File: config.mk
export PLATFORM = sky130hd
export DESIGN_NAME = signal_delay_meter
export DESIGN_NICKNAME = d
export VERILOG_FILES = /design/src/rtl/signal_delay_meter.sv
export SDC_FILE = /design/constraint.sdc
export NUM_CORES = 1
export LEC_CHECK = 0
export ABC_CLOCK_PERIOD_IN_PS = 5400
export BUFFER_PORTS_ARGS = -buffer_cell sky130_fd_sc_hd__buf_2
export CORE_UTILIZATION = 50
export CTS_BUF_LIST = sky130_fd_sc_hd__clkbuf_4
export CTS_CLUSTER_SIZE = 24
export DETAILED_ROUTE_END_ITERATION = 8
export PLACE_DENSITY = 0.72
export SLEW_MARGIN = 20
export SYNTH_ARGS = -nofsm -noshare
export SYNTH_HDL_FRONTEND = slang
export SYNTH_SLANG_ARGS = --single-unit
File: constraint.sdc
create_clock -name clk -period 5.4 [get_ports clk]
set_input_delay 1.08 -clock clk [delete_from_list [all_inputs] [get_ports clk]]
set_output_delay 1.08 -clock clk [all_outputs]
set_load 0.01 [all_outputs]
File: src/rtl/signal_delay_meter.sv
// Round-trip latency meter: launches a one-cycle pulse, counts cycles to the
// first rising edge on rx_signal, and keeps min/max statistics.
module signal_delay_meter #(
    parameter  int MAX_CYCLES = 255,
    localparam int CNT_W      = $clog2(MAX_CYCLES + 1)
) (
    input  logic             clk,
    input  logic             rst_n,
    input  logic             start,
    input  logic             clear,
    input  logic             rx_signal,
    output logic             tx_pulse,
    output logic             busy,
    output logic             done,
    output logic             timeout,
    output logic [CNT_W-1:0] delay_cycles,
    output logic [CNT_W-1:0] delay_min,
    output logic [CNT_W-1:0] delay_max,
    output logic             stats_valid
);

    localparam logic [0:0] IDLE    = 1'b0;
    localparam logic [0:0] MEASURE = 1'b1;

    localparam logic [CNT_W-1:0] CNT_MAX = CNT_W'(MAX_CYCLES);

    logic [0:0]       state;
    logic             rx_prev;
    logic [CNT_W-1:0] cnt;
    logic             rx_edge;

    assign rx_edge = rx_signal & ~rx_prev;
    assign busy    = (state == MEASURE);

    always_ff @(posedge clk or negedge rst_n) begin
        if (!rst_n) begin
            state        <= IDLE;
            rx_prev      <= 1'b0;
            cnt          <= '0;
            tx_pulse     <= 1'b0;
            done         <= 1'b0;
            timeout      <= 1'b0;
            delay_cycles <= '0;
            delay_min    <= '1;
            delay_max    <= '0;
            stats_valid  <= 1'b0;
        end else begin
            rx_prev <= rx_signal;
            done    <= 1'b0;

            // A stats update later in this block overrides a coincident clear.
            if (clear) begin
                delay_min   <= '1;
                delay_max   <= '0;
                stats_valid <= 1'b0;
            end

            case (state)
                IDLE: begin
                    if (start) begin
                        state    <= MEASURE;
                        tx_pulse <= 1'b1;
                        cnt      <= '0;
                    end
                end
                MEASURE: begin
                    tx_pulse <= 1'b0;
                    if (rx_edge) begin
                        delay_cycles <= cnt;
                        timeout      <= 1'b0;
                        done         <= 1'b1;
                        state        <= IDLE;
                        delay_min    <= (clear || cnt < delay_min) ? cnt : delay_min;
                        delay_max    <= (clear || cnt > delay_max) ? cnt : delay_max;
                        stats_valid  <= 1'b1;
                    end else if (cnt == CNT_MAX) begin
                        delay_cycles <= CNT_MAX;
                        timeout      <= 1'b1;
                        done         <= 1'b1;
                        state        <= IDLE;
                    end else begin
                        cnt <= cnt + CNT_W'(1);
                    end
                end
                default: state <= IDLE;
            endcase
        end
    end

endmodule

==> metrics.yaml, run 1 <==
outcome:
  status: "finished, final reports clean"
synthesis:
  synth_edf_count: 0
  synth_compound_area_share_pct: 18.9
  syn_avg_cell_area_sq_um: 10.7
  ys_ff_latch: 38
  synth_xor_area_share_pct: 2.22
  synth_top_family_by_area: "compound AO/OA/AOI/OAI gates"
  synth-seq-area-share_pct: 48.8
  synth_area_sq_um: 1970
  synthFlopType: "dfrtp_1"
  ys_warn_count: 0
  synth_adder_area_share_pct: 10.2
  synthMuxAreaShare_pct: 0
  synthesis.nets: 205
  syn_inst: 184
  yosysUniqueCellTypes: 32
  yosys.area_share.simple_pct: 13.3
  synthArstFlopShare_pct: 100
placed_design:
  dp_cells: 255
  gp_congestion: 0.760
  post-dp-hpwl_mm: 3.02
  place_area_sq_um: 2140
  portBuffers: 33
critical_path:
  ff2ff_setup_slack_ns: 3.15
  crit_fanout: 18
  critical_path_class: "flip-flop to output port"
  cp_num_buf_inv: 1
  worstSetupStartpointType: "flip-flop"
  critPathRequiredTime_ns: 4.32
  end_kind: "output port"
  path_cells: "buf_2"
  arrival_ns: 1.29
  critical_path.top_delay_family: "flip-flops"
  reg2reg_to: "delay_max[5]$_DFFE_PN0P_"
  r2r-start: "cnt[2]$_DFFE_PN0P_"
  rr_worst_depth: 6
  crit_path_top_delay_cell: "dfrtp_1"
  cp_slowest_stage_delay_ns: 0.72
cells_and_area:
  antenna_cells: 0
  layout-drive-gt1-share_pct: 23.3
  fill_cells: 330
  layout.nets: 235
  area_growth_pct: 13.9
  multi_input_area_sq_um: 880
  fin_cells: 263
  fin_area_sq_um: 2240
  seq_area_sq_um: 961
cts:
  ctsHoldBuffers: 0
  htree_levels: 2
  cts_max_path_buffers: 2
  cts.sinks: 38
  cts_root_buffer: "clkbuf_4"
  cts_tree: "done"
  cts_setup_buffers: 0
  clk_latency_ns: 0.34
  clk_transition_reported_paths_ns: 0.11
  ctsResizeCount: 0
  cts_made_buffers: 5
die:
  core_area_sq_um: 3720
  die_h_microns: 64.8
  io_pins: 34
  dieWidth_microns: 64.8
  initial_utilization_pct: 53.0
  num_rows: 22
  die-area_sq_um: 4190
grt:
  track_usage_pct: 23.7
  grt_start_max_net_pins: 39
  grt_first_pass_wirelength_mm: 7.35
  grt_pass1_vias: 1643
  grt_overflow: 0
  antenna_found_initial: 0
sta:
  slew_headroom_pct: 45.4
  hold_viol_final: 0
  finalSetupViolCount: 0
  period_share_pct: 43.9
  rsz0062_at_grt: "false"
  tightest_slew_ns: 0.819
  finalMaxSlewViolations: 0
  fin_crit_ns: 2.37
  max_freq_mhz: 422
  skew_ns: 0.0148
  setup-tns-final_ns: 0
hold_path:
  worst_hold_path_type: "flip-flop to flip-flop"
  holdPathStages: 2
  min_to: "tx_pulse$_DFFE_PN0P_"
  hp-start: "tx_pulse$_DFFE_PN0P_"
route:
  wl_per_cell_microns: 16.2
  vias: 1552
  antenna_left: 0
  first_pass_iters: 4
  drc: 0
  viasPerCell: 5.90
  drt_iter0_drc: 94
  routed_wl_mm: 4.26
power_and_ir_drop:
  p_per_area_nw_per_um2: 406
  leakage_nw: 1.14
  ir_drop_uv: 251
job:
  maxCapViolCount: 0
synth_stat cells (all sizes together), types with 2 or more instances:
cell type / n / area [sq um]
a21o: 6 / 45.0
a21oi: 11 / 55.1
a22o: 9 / 78.8
and3: 2 / 12.5
and3b: 2 / 17.5
buf: 3 / 27.5
clkbuf: 7 / 26.3
dfrtp: 30 / 751
dfstp: 8 / 210
ha: 16 / 200
inv: 19 / 71.3
nand2: 7 / 26.3
nand2b: 2 / 12.5
nand3: 4 / 20.0
nand4: 8 / 50.1
nor2: 8 / 30.0
nor3b: 5 / 37.5
o211ai: 3 / 22.5
o21ai: 6 / 30.0
o22a: 14 / 123
xnor2: 4 / 35.0
state kept, by name, summed over array words and instances (netlist names):
register and cells:
busy 1, cnt 8, delay_cycles 8, delay_max 8
delay_min 8, done 1, rx_prev 1, stats_valid 1
timeout 1, tx_pulse 1
where the power goes:
| part | switching, mW | internal (mW) |
|---|---|---|
| sequential | 0.0762 | 0.345 |
| clock | 0.0932 | 0.143 |
| combinational | 0.129 | 0.124 |
cells in the final DEF (no fill, tap or decap), types with 2 or more instances in the layout:
cell type	count
a21o_1	6
a21oi_1	11
a22o_1	9
and3_1	2
and3b_1	2
buf_2	33
bufinv_16	2
clkbuf_4	5
clkinv_1	2
dfrtp_1	30
dfstp_2	8
ha_1	16
inv_1	19
nand2_1	7
nand2b_1	2
nand3_1	4
nand4_1	8
nor2_1	8
nor3b_1	5
o211ai_1	3
o21ai_0	6
o22a_1	14
xnor2_1	4
routing by layer:
metal | up-vias | global-route usage, % | wire, microns
li1 | 722 | - | -
met1 | 776 | 27.3 | 1850
met2 | 42 | 40.0 | 2150
met3 | 12 | 6.87 | 175
met4 | 0 | 11.7 | 81
met5 | - | 0 | 0
per-stage QoR:
step	setup WS [ns]	utilization (%)	hold WS, ns	power [mW]
2_1_floorplan	3.11	-	0.520	0.585
3_3_place_gp	2.94	57.6	0.469	0.660
3_5_place_dp	2.85	57.6	0.476	0.679
4_1_cts	3.02	60.3	0.503	0.916
5_1_grt	2.93	60.3	0.532	0.970
6_report	3.03	60.3	0.499	0.910
area by class of cell:
class / count / area share, %
timing repair buffer: 33 / 7.37
inverter: 20 / 3.35
sequential: 38 / 42.9
clock buffer: 5 / 1.67
clock inverter: 3 / 2.85
tap: 48 / 2.68
multi-input combinational: 116 / 39.2
worst max path at each step:
stage	startpoint	endpoint	slack (ns)	depth (start not counted)
detailed placement	rx_signal	delay_max[5]$_DFFE_PN0P_	2.85	6
CTS	busy$_DFF_PN0_	busy	3.02	1
global route	busy$_DFF_PN0_	busy	2.93	1
floorplan	rx_signal	delay_max[0]$_DFFE_PN0P_	3.11	6
finish	busy$_DFF_PN0_	busy	3.03	1
global placement	rx_signal	delay_max[5]$_DFFE_PN0P_	2.94	6
cell families (layout without fill, tap and decap cells):
family | Yosys count | in the layout
adder cells (fa/ha/maj) | 16 | 16
XOR/XNOR | 5 | 5
AND/OR/NAND/NOR | 44 | 44
AO/OA/AOI/OAI | 51 | 51
buffers and inverters | 30 | 61
flip-flops | 38 | 38
worst min-delay path: stages (launching register included):
cell and delay [ns]:
dfrtp_1 0.35, nor2_1 0.04, nor2_1 0.07
Note: power is estimated with default switching activity, not from simulation.
==> run 2, diff against run 1 <==
Settings changed: ABC_CLOCK_PERIOD_IN_PS 5400 to 2150, PLACE_DENSITY 0.72 to 0.75.
Clock period 5.4 ns to 2.15 ns, I/O delays scaled along.
==> run 2 against run 1 <==
  * Combinational power rose to 3.1 times the previous value
  * Count of clock-buffer cells in the layout is the same
  * Critical path depth rose by 5
  * Global-route usage decreased by 0.33 points
  * Non-clock buffer count increased by 9
  * Critical endpoint is now delay_max[0]$_DFFE_PN0P_
==> metrics.yaml, run 2 (same netlist as run 1, synthesis figures left out) <==
outcome:
  status: "finished, final reports clean"
cts:
  htree_levels: 2  # unchanged
  cts_made_buffers: 5  # unchanged
  cts.sinks: 38  # unchanged
  cts_max_path_buffers: 2  # unchanged
  clk_transition_reported_paths_ns: 0.12  # about the same
  cts_tree: "done"
  cts_setup_buffers: 0  # unchanged
  ctsHoldBuffers: 0  # unchanged
  clk_latency_ns: 0.35  # about the same
  cts_root_buffer: "clkbuf_4"
  ctsResizeCount: 0  # unchanged
critical_path:
  crit_fanout: 8  # -10
  critical_path_class: "flip-flop to flip-flop"
  arrival_ns: 2.26  # +0.97 ns
  critPathRequiredTime_ns: 2.39  # -1.93 ns
  end_kind: "flip-flop"
  worstSetupStartpointType: "flip-flop"
placed_design:
  dp_cells: 264  # +3.5%
  gp_congestion: 0.769  # +1.2%
  portBuffers: 33  # unchanged
  post-dp-hpwl_mm: 2.98  # -1.3%
cells_and_area:
  final_cell_mix: "buf_2 (33), dfrtp_1 (30), inv_1 (19)"
  fill_cells: 337  # +2.1%
  multi_input_area_sq_um: 883  # +0.43%
  layout-drive-gt1-share_pct: 27.2  # +4.0 points
  final_common_cell: "buf_2"
  seq_area_sq_um: 961  # unchanged
  final_util_pct: 61.6  # +1.3 points
  area_growth_pct: 16.3
  antenna_cells: 0  # unchanged
  fin_cells: 272  # +3.4%
  layout.nets: 244  # +3.8%
grt:
  track_usage_pct: 23.4  # -0.33 points
  grt_start_max_net_pins: 39  # unchanged
  antenna_found_initial: 0  # unchanged
  grt_first_pass_wirelength_mm: 7.22  # -1.8%
  grt_pass1_vias: 1585  # -3.5%
  grt_overflow: 0  # unchanged
die:
  core_area_sq_um: 3720  # unchanged
  io_pins: 34  # unchanged
  dieWidth_microns: 64.8  # unchanged
  initial_utilization_pct: 53.0  # unchanged
  num_rows: 22  # unchanged
  die-area_sq_um: 4190  # unchanged
  die_h_microns: 64.8  # unchanged
sta:
  slew_headroom_pct: 45.3  # -0.17 points
  rsz0062_at_grt: "false"
  setup-tns-final_ns: 0  # unchanged
  period_share_pct: 93.9
  hold_viol_final: 0  # unchanged
  finalSetupViolCount: 0  # unchanged
  max_freq_mhz: 495
  tightest_slew_ns: 0.821  # +0.00250 ns
  fin_crit_ns: 2.02
  skew_ns: 0.0121  # -0.00270 ns
  finalMaxSlewViolations: 0  # unchanged
route:
  viasPerCell: 5.81  # -1.5%
  vias: 1581  # +1.9%
  drt_iter0_drc: 76  # -19%
  wl_met2_mm: 2.13  # -1.0%
  wl_per_cell_microns: 15.5  # -4.3%
  met3WireLength_microns: 210  # +20%
  m1WireLength_mm: 1.80  # -3.0%
  routed_wl_mm: 4.22  # -0.99%
  drc: 0  # unchanged
  highest_layer: "met4"
  first_pass_iters: 4  # unchanged
  antenna_left: 0  # unchanged
job:
  maxCapViolCount: 0  # unchanged
power_and_ir_drop:
  ir_drop_uv: 445  # +77%
  leakage_nw: 1.18  # +3.5%
  p_per_area_nw_per_um2: 976  # +140%
hold_path:
  worst_hold_path_type: "input port to asynchronous set/reset pin"
run 2: metal layers:
layer,track usage [%],vias up
li1,-,738
met4,13.3,0
met2,37.9,48
met3,4.40,9
met5,0,-
met1,29.0,786
run 2: stage by stage:
step           hold slack, ns  setup slack, ns  total power, mW  cell area (sq um)
2_1_floorplan           0.134            0.223             1.47               1970
3_3_place_gp            0.471            0.182             1.74               2210
3_5_place_dp            0.476            0.148             1.75               2210
4_1_cts                 0.187            0.110             2.25               2290
5_1_grt                 0.227           0.0125             2.38               2290
6_report                0.154            0.130             2.23               2290
run 2: critical path, stage by stage (launching register included):
cell and delay, ns:
dfrtp_1 0.44, ha_1 0.31, nand4_1 0.11, or3b_1 0.37, a21o_1 0.18, and3b_1 0.28, a22o_1 0.22
run 2: cell type report:
cell class | count | area share (%)
inverter | 20 | 3.28
tap | 48 | 2.62
multi-input combinational | 116 | 38.6
clock buffer | 5 | 1.64
sequential | 38 | 42.0
timing repair buffer | 42 | 10.2
clock inverter | 3 | 1.75
run 2: path summary, 6_finish.rpt:
check | start | end | slack (ns) | cells past startpoint
hold reg to reg | delay_cycles[1]$_DFFE_PN0P_ | delay_cycles[1]$_DFFE_PN0P_ | 0.50 | 1
hold / removal | rst_n | cnt[6]$_DFFE_PN0P_ | 0.15 | 1
setup reg to reg | cnt[6]$_DFFE_PN0P_ | delay_max[0]$_DFFE_PN0P_ | 0.13 | 6
min in group clk | rx_signal | rx_prev$_DFF_PN0_ | 0.24 | 1
max in group asynchronous | rst_n | delay_max[6]$_DFFE_PN0P_ | 1.47 | 1
setup / recovery | cnt[6]$_DFFE_PN0P_ | delay_max[0]$_DFFE_PN0P_ | 0.13 | 6
run 2: power breakdown:
group          switching (mW)  internal, mW  total [mW]
sequential             0.0895         0.867       0.957
combinational           0.436         0.353       0.788
clock                   0.249         0.241       0.490
total                   0.774          1.46        2.23
==> run 3, diff against run 2 <==
Settings changed: CORE_UTILIZATION 50 to 40, PLACE_DENSITY 0.75 to unset.
==> run 3 against run 2 <==
  * Cell area rose by 2.0%
  * Sequential share of layout area fell by 0.76 points
  * Die area rose by 24%
  * Combinational power barely moved
  * Fmax fell by 0.35%
  * Critical path depth did not move
  * Clock power rose by 4.1%
  * Worst hold slack improved by 0.013 ns
  * Global-route usage fell by 4.2 points
  * Non-clock buffer count rose by 2
  * First-iteration DRC count rose by 45%
  * Via count fell by 1.4%
  * Highest routed layer unchanged
==> metrics.yaml, run 3 (same netlist as run 1, synthesis figures left out) <==
sta:
  setup-tns-final_ns: 0  # unchanged
  finalMaxSlewViolations: 0  # unchanged
  rsz0062_at_grt: "false"
  hold_viol_final: 0  # unchanged
  period_share_pct: 94.3  # +0.33 points
  slew_headroom_pct: 43.7  # -1.5 points
  max_freq_mhz: 493  # -0.35%
  fin_crit_ns: 2.03  # +0.00701 ns
  skew_ns: 0.00988  # -0.00225 ns
  finalSetupViolCount: 0  # unchanged
  tightest_slew_ns: 0.844  # +0.0232 ns
cts:
  cts_root_buffer: "clkbuf_4"
  cts_max_path_buffers: 2  # unchanged
  clk_latency_ns: 0.36  # about the same
  cts_made_buffers: 5  # unchanged
  cts_tree: "done"
  clk_transition_reported_paths_ns: 0.11  # about the same
  htree_levels: 2  # unchanged
  ctsHoldBuffers: 0  # unchanged
  cts.sinks: 38  # unchanged
power_and_ir_drop:
  leakage_nw: 1.19  # +0.79%
  p_per_area_nw_per_um2: 968  # -0.79%
  ir_drop_uv: 437  # -1.7%
route:
  viasPerCell: 5.32  # -8.5%
  drc: 0  # unchanged
  routed_wl_mm: 4.58  # +8.5%
  wl_per_cell_microns: 15.6  # +0.75%
  drt_iter0_drc: 110  # +45%
  vias: 1559  # -1.4%
  antenna_left: 0  # unchanged
  first_pass_iters: 4  # unchanged
critical_path:
  critPathLaunch: "cnt[7]$_DFFE_PN0P_"
  arrival_ns: 2.28  # +0.02 ns
  rr_worst_depth: 6  # unchanged
  reg2reg_to: "delay_max[5]$_DFFE_PN0P_"
  critical_path_class: "flip-flop to flip-flop"
  ff2ff_setup_slack_ns: 0.12  # about the same
  end_kind: "flip-flop"
  worstSetupStartpointType: "flip-flop"
  r2r-start: "cnt[7]$_DFFE_PN0P_"
  critPathRequiredTime_ns: 2.40  # about the same
  crit_fanout: 8  # unchanged
grt:
  grt_start_max_net_pins: 39  # unchanged
  antenna_found_initial: 0  # unchanged
  grt_overflow: 0  # unchanged
  grt_pass1_vias: 1506  # -5.0%
  grt_first_pass_wirelength_mm: 7.35  # +1.8%
  track_usage_pct: 19.2  # -4.2 points
die:
  die-area_sq_um: 5210  # +24%
  initial_utilization_pct: 41.7  # -11 points
  die_h_microns: 72.2  # +11%
  io_pins: 34  # unchanged
  core_area_sq_um: 4720  # +27%
  num_rows: 25  # +14%
  dieWidth_microns: 72.2  # +11%
hold_path:
  worst_hold_path_type: "input port to asynchronous set/reset pin"
cells_and_area:
  multi_input_area_sq_um: 883  # unchanged
  layout.nets: 246  # +0.82%
  fin_cells: 293  # +7.7%
  fill_cells: 445  # +32%
  final_cell_mix: "buf_2 (33), dfrtp_1 (29), inv_1 (19)"
  final_common_cell: "buf_2"
  layout-drive-gt1-share_pct: 28.3  # +1.1 points
  seq_area_sq_um: 962  # +0.13%
  antenna_cells: 0  # unchanged
  area_growth_pct: 18.6
placed_design:
  dp_cells: 285  # +8.0%
  gp_congestion: 0.815  # +6.0%
  post-dp-hpwl_mm: 3.29  # +10%
  portBuffers: 33  # unchanged
outcome:
  status: "finished, final reports clean"
job:
  maxCapViolCount: 0  # unchanged
-- run 3: how the worst max path moves through the flow --
stage               depth (start not counted)                       end
detailed placement                          7  delay_min[7]$_DFFE_PN1P_
floorplan                                   8  delay_max[0]$_DFFE_PN0P_
global route                                7  delay_max[1]$_DFFE_PN0P_
finish                                      6  delay_max[5]$_DFFE_PN0P_
CTS                                         7  delay_min[7]$_DFFE_PN1P_
global placement                            7  delay_min[5]$_DFFE_PN1P_
-- run 3: final cells by class --
cell class / count / area share, %
Timing Repair Buffer: 44 / 10.6
Multi-Input combinational cell: 116 / 37.8
Sequential cell: 38 / 41.2
Clock inverter: 1 / 1.29
Inverter: 20 / 3.22
Clock buffer: 7 / 2.25
Tap cell: 67 / 3.59
-- run 3: critical path, stage by stage (launching register included) --
cell,delay (ns)
dfrtp_2,0.47
ha_1,0.33
nand4_1,0.12
or3b_1,0.36
a21o_1,0.17
and3b_1,0.27
a22o_1,0.21
-- run 3: per-stage QoR --
stage,power (mW),hold slack (ns),instance area [sq um],utilization (%),setup slack [ns]
6_report,2.26,0.167,2330,49.4,0.123
5_1_grt,2.41,0.226,2330,49.4,0.0139
4_1_cts,2.28,0.182,2330,49.3,0.0487
3_5_place_dp,1.77,0.476,2250,47.6,0.0892
3_3_place_gp,1.76,0.475,2250,47.6,0.137
2_1_floorplan,1.47,0.134,1970,-,0.223
-- run 3: per-layer routing --
metal	wire, microns	share of wire (%)	GRT usage (%)	vias up
met4	73	1.6	8.93	0
li1	-	-	-	743
met5	0	0	0	-
met2	2170	47	31.0	49
met1	2100	46	24.8	760
met3	239	5.2	3.75	7
-- run 3: power breakdown --
part           total, mW  switching [mW]  leakage [nW]  internal (mW)
combinational      0.790           0.435         0.673          0.355
clock              0.510           0.238        0.0463          0.272
sequential         0.961          0.0935         0.469          0.868
-- run 3: timing repair --
action	4_1_cts	5_1_grt
setup buffers	0	0
setup endpoints to repair	0	11
resized for setup	0	2
hold endpoints to repair	0	0
